[config.mk]
export PLATFORM = sky130hd
export DESIGN_NAME = cvp14_vec_mem_seq
export DESIGN_NICKNAME = d
export VERILOG_FILES = /design/src/rtl/cvp14_vec_mem_seq.sv
export SDC_FILE = /design/constraint.sdc
export NUM_CORES = 1
export LEC_CHECK = 0
export CORE_ASPECT_RATIO = 2
export CORE_MARGIN = 2
export CORE_UTILIZATION = 46
export CTS_CLUSTER_DIAMETER = 80
export CTS_CLUSTER_SIZE = 28
export DETAILED_ROUTE_END_ITERATION = 12
export GPL_TIMING_DRIVEN = 1
export PLACE_DENSITY = 0.81
export SYNTH_ARGS = -nofsm -noshare
export SYNTH_HDL_FRONTEND = slang
export SYNTH_SLANG_ARGS = --single-unit
[constraint.sdc]
create_clock -name Clk1 -period 2.85 [get_ports Clk1]
set_input_delay 0.4275 -clock Clk1 [delete_from_list [all_inputs] [get_ports Clk1]]
set_output_delay 0.4275 -clock Clk1 [all_outputs]
set_load 0.1 [all_outputs]
[src/rtl/cvp14_vec_mem_seq.sv]
// CVP14 vector memory sequencer: VLEN strided word loads/stores
// over the single-port DRAM bus, with a pipelined load return path.
module cvp14_vec_mem_seq #(
  parameter int VLEN   = 16,
  parameter int RD_LAT = 1,
  parameter int IW     = 4
) (
  input  logic          Clk1,
  input  logic          Reset,
  input  logic          Start,
  input  logic          IsStore,
  input  logic [15:0]   BaseAddr,
  input  logic [15:0]   Stride,
  output logic          Busy,
  output logic          Done,
  output logic [IW-1:0] StIdx,
  input  logic [15:0]   StData,
  output logic          LdValid,
  output logic [IW-1:0] LdIdx,
  output logic [15:0]   LdData,
  output logic [15:0]   Addr,
  output logic          RD,
  output logic          WR,
  output logic [15:0]   MemOut,
  input  logic [15:0]   MemIn
);

  typedef enum logic [1:0] {
    S_IDLE,
    S_ISSUE,
    S_DRAIN,
    S_DONE
  } state_t;

  localparam logic [RD_LAT-1:0] HEAD =
    RD_LAT'(1) << (RD_LAT - 1);

  state_t        state;
  state_t        state_nxt;
  logic          is_st;
  logic [15:0]   stride;
  logic [15:0]   cur_addr;
  logic [RD_LAT-1:0] vld;
  logic [IW-1:0] idx_sr [RD_LAT];

  logic take;
  logic last;
  logic drained;
  logic issue_rd;

  assign take     = (state == S_IDLE) && Start && !Busy;
  assign last     = StIdx == IW'(VLEN - 1);
  // only the oldest read may still be outstanding when leaving DRAIN
  assign drained  = (vld & ~HEAD) == '0;
  assign issue_rd = (state == S_ISSUE) && !is_st;
  assign LdData   = LdValid ? MemIn : '0;

  always_comb begin
    state_nxt = state;
    unique case (state)
      S_IDLE:  if (take) state_nxt = S_ISSUE;
      S_ISSUE: if (last) state_nxt = is_st ? S_DONE : S_DRAIN;
      S_DRAIN: if (drained) state_nxt = S_DONE;
      S_DONE:  state_nxt = S_IDLE;
    endcase
  end

  always_ff @(posedge Clk1) begin
    if (!Reset) begin
      state    <= S_IDLE;
      is_st    <= 1'b0;
      stride   <= '0;
      cur_addr <= '0;
      vld      <= '0;
      for (int i = 0; i < RD_LAT; i++) idx_sr[i] <= '0;
      Busy     <= 1'b0;
      Done     <= 1'b0;
      StIdx    <= '0;
      LdValid  <= 1'b0;
      LdIdx    <= '0;
      Addr     <= '0;
      RD       <= 1'b0;
      WR       <= 1'b0;
      MemOut   <= '0;
    end else begin
      state <= state_nxt;
      Done  <= state == S_DONE;
      Addr  <= '0;
      RD    <= 1'b0;
      WR    <= 1'b0;
      if (Done) Busy <= 1'b0;
      if (take) begin
        Busy     <= 1'b1;
        is_st    <= IsStore;
        stride   <= Stride;
        cur_addr <= BaseAddr;
        StIdx    <= '0;
      end
      if (state == S_ISSUE) begin
        Addr     <= cur_addr;
        RD       <= !is_st;
        WR       <= is_st;
        if (is_st) MemOut <= StData;
        cur_addr <= cur_addr + stride;
        StIdx    <= StIdx + 1'b1;
      end
      for (int i = RD_LAT - 1; i > 0; i--) begin
        vld[i]    <= vld[i-1];
        idx_sr[i] <= idx_sr[i-1];
      end
      vld[0]    <= issue_rd;
      idx_sr[0] <= StIdx;
      LdValid   <= vld[RD_LAT-1];
      LdIdx     <= idx_sr[RD_LAT-1];
    end
  end

endmodule

==> insert_results.sql <==
INSERT INTO impl_metrics (metric_group, metric, value, unit) VALUES
('run_status', 'outcome', 'complete, no violations', ''),
('detailed_routing', 'drtAntennaViolNets', '0', ''),
('finish', 'layout.cells.most_common_list', 'sky130_fd_sc_hd__nand2_1 (97), sky130_fd_sc_hd__dfxtp_1 (85), sky130_fd_sc_hd__buf_4 (69)', ''),
('clock_network', 'ctsLongestPathBuffers', '2', ''),
('placement', 'gp_congestion', '0.8824', ''),
('logic_synthesis', 'post_synth_num_cell_types', '50', ''),
('detailed_routing', 'drt-pass1-iter-count', '4', ''),
('timing', 'fmaxAchievable', '467.5', 'MHz'),
('global_route', 'grt_use_met1', '0.2756', ''),
('global_route', 'grt_pass1_wl', '16660', 'um'),
('timing', 'rsz0062_at_grt', 'no', ''),
('finish', 'fillCellCount', '665', ''),
('finish', 'num_antenna_cells', '0', ''),
('logic_synthesis', 'syn-mean-instance-area', '8.628', 'sq um'),
('timing', 'finalSetupTns', '0', 'ns'),
('die', 'io-pin-count', '129', ''),
('finish', 'final_net_count', '652', ''),
('detailed_routing', 'drc', '0', ''),
('clock_network', 'cts_buffers', '9', ''),
('placement', 'detailedPlacementHpwl', '7432', 'um'),
('timing', 'max-slew-margin-rel', '0.6060', ''),
('detailed_routing', 'route.detailed.wl_per_inst', '15.28', 'um'),
('die', 'dieArea', '0.009039', 'sq mm'),
('global_route', 'met2_usage', '0.4008', ''),
('timing', 'finalCriticalPeriod', '2.139', 'ns'),
('detailed_routing', 'routed_via_density', '5.380', ''),
('pwr', 'power_density', '930.2', 'mW/mm^2'),
('global_route', 'grt.met3_usage', '0.04507', ''),
('die', 'chipHeight', '132.5', 'um'),
('logic_synthesis', 'synth-edff-count', '0', ''),
('critical_path', 'worst-path-max-fanout', '3', ''),
('timing', 'finalClockSkew', '0.007252', 'ns'),
('critical_path', 'setup.worst_path.start_class', 'flip-flop', ''),
('logic_synthesis', 'synth_ff_type', 'sky130_fd_sc_hd__dfxtp_1', ''),
('logic_synthesis', 'netlist_instances', '440', ''),
('timing', 'finalMaxSlewViolations', '0', ''),
('logic_synthesis', 'synth.cell_area', '0.003796', 'sq mm'),
('pwr', 'maximum_resistive_drop_on_vdd', '0.0007136', 'V'),
('clock_network', 'postCtsSetupBuffers', '0', ''),
('critical_path', 'critPathRequiredTime', '3.04', 'ns'),
('placement', 'dpl.cell_count', '649', ''),
('clock_network', 'clk_pin_slew_worst_paths', '0.06', 'ns'),
('clock_network', 'cts.repair.resized', '0', ''),
('finish', 'sequential_cell_area', '0.001702', 'sq mm'),
('detailed_routing', 'dr_total_vias', '3578', ''),
('finish', 'finalNonFillerCells', '665', ''),
('die', 'core_area', '0.007943', 'sq mm'),
('logic_synthesis', 'synth_area_leaders', 'sky130_fd_sc_hd__dfxtp_1 (45%), sky130_fd_sc_hd__nand2_1 (9.6%), sky130_fd_sc_hd__a21oi_1 (6.5%)', ''),
('finish', 'area_delta_synth_final', '42.75', '%'),
('logic_synthesis', 'synth_largest_area_cell', 'sky130_fd_sc_hd__dfxtp_1', ''),
('logic_synthesis', 'synth.yosys.seq_area_share', '0.4483', ''),
('timing', 'tightestPinTransition', '0.5910', 'ns'),
('logic_synthesis', 'yosys_warning_total', '0', ''),
('timing', 'fin_crit_sh', '0.7505', ''),
('pwr', 'power.leakage', '2.389', 'nW'),
('placement', 'place.port_buffers', '128', ''),
('finish', 'drive_gt1_frac', '0.1652', ''),
('global_route', 'global_route.overflow_total', '0', ''),
('finish', 'total_area_of_multi_input_combinational_cells', '0.001974', 'sq mm'),
('clock_network', 'cts_root_buffer_type', 'sky130_fd_sc_hd__clkbuf_16', ''),
('job', 'max-cap-violations', '0', ''),
('logic_synthesis', 'synth-async-reset-ratio', '0', ''),
('logic_synthesis', 'syn_nets', '528', ''),
('die', 'placement_rows', '46', ''),
('clock_network', 'clock_sink_count', '85', ''),
('global_route', 'gr-usage-all-layers', '0.2369', ''),
('global_route', 'first_global_vias', '3638', ''),
('global_route', 'grt_antenna_before_repair', '0', ''),
('timing', 'timing.final.setup_violations', '0', ''),
('timing', 'final_hold_viols', '0', ''),
('detailed_routing', 'detail_route.iter0.violations', '247', '');
layer usage:
layer	vias to the layer above	wire length, um
li1	1779	-
met3	26	464
met5	-	0
met1	1660	3866
met4	0	328
met2	113	5499
area by class of cell:
cell class | count | area share
Tap cell | 96 | 0.02217
Clock inverter | 6 | 0.02932
Timing Repair Buffer | 137 | 0.2230
Sequential cell | 85 | 0.3140
Clock buffer | 10 | 0.04225
Inverter | 7 | 0.004849
Multi-Input combinational cell | 324 | 0.3643
synthesized netlist by cell type, drive strengths merged, types with 2 or more instances:
cell type / count
and3: 21
inv: 7
dfxtp: 85
a31oi: 2
o21ai: 12
clkbuf: 17
mux2: 3
nor4: 2
a311oi: 5
buf: 7
a211oi: 7
nand3: 5
o21a: 2
a2111oi: 2
nor2: 15
nor3: 2
xor2: 7
nand2b: 2
and2: 28
nand3b: 2
o211ai: 4
nand2: 97
o22ai: 2
a21oi: 49
xnor2: 3
o211a: 2
a41oi: 3
o311ai: 3
a21o: 4
ha: 19
mux2i: 7
stage by stage:
step / area, sq um / hold slack [ns] / util / worst slack (ns) / total power [mW]
floorplan: 3796 / 0.4119 / - / 0.3963 / 3.024
global placement: 5031 / 0.4160 / 0.6334 / 0.7863 / 3.489
detailed placement: 5031 / 0.4243 / 0.6334 / 0.7300 / 3.540
CTS: 5419 / 0.4390 / 0.6823 / 0.7234 / 5.056
global route: 5419 / 0.4438 / 0.6823 / 0.5540 / 5.305
finish: 5419 / 0.4337 / 0.6823 / 0.7111 / 5.041
registers in the layout (all words and copies together) (netlist names), 2 cells and up:
register and flops:
idx_sr 4, cur_addr 16, Addr 16, LdIdx 4
state 2, stride 16, MemOut 16, StIdx 4
kinds of logic (layout without fill, tap and decap cells):
family                     after synthesis  in the layout  share of synthesized area
and+or+nand+nor                        178            178                     0.2182
AOI/OAI and AO/OA                      106            106                     0.1836
DFF                                     85             85                     0.4483
buffers and inverters                   31            160                    0.03164
adders and majority gates               20             20                    0.06790
xor gates and xnor gates                10             10                    0.02307
muxes                                   10             10                    0.02736
final timing paths:
kind | slack [ns] | from | cells past startpoint | to
worst min-delay path | 0.43 | idx_sr[0][1]$_SDFF_PN0_ | 1 | LdIdx[1]$_SDFF_PN0_
worst min register to register | 0.43 | idx_sr[0][1]$_SDFF_PN0_ | 1 | LdIdx[1]$_SDFF_PN0_
worst max-delay path | 0.71 | stride[0]$_SDFFE_PN0P_ | 7 | cur_addr[12]$_SDFFE_PN0P_
worst max register to register | 0.71 | stride[0]$_SDFFE_PN0P_ | 7 | cur_addr[12]$_SDFFE_PN0P_
critical path: stages, from the launching register on:
cell and delay, ns:
sky130_fd_sc_hd__dfxtp_1 0.31, sky130_fd_sc_hd__ha_1 0.23, sky130_fd_sc_hd__fa_1 0.44, sky130_fd_sc_hd__a21oi_1 0.25
sky130_fd_sc_hd__o21ai_2 0.13, sky130_fd_sc_hd__a31oi_1 0.36, sky130_fd_sc_hd__o21a_1 0.15, sky130_fd_sc_hd__o311ai_0 0.12
power by group:
group	switching [mW]	internal, mW
Sequential	0.162	1.42
Clock	0.467	1.04
Combinational	1.28	0.679
Total	1.91	3.13
(Power assumes the default switching activity.)
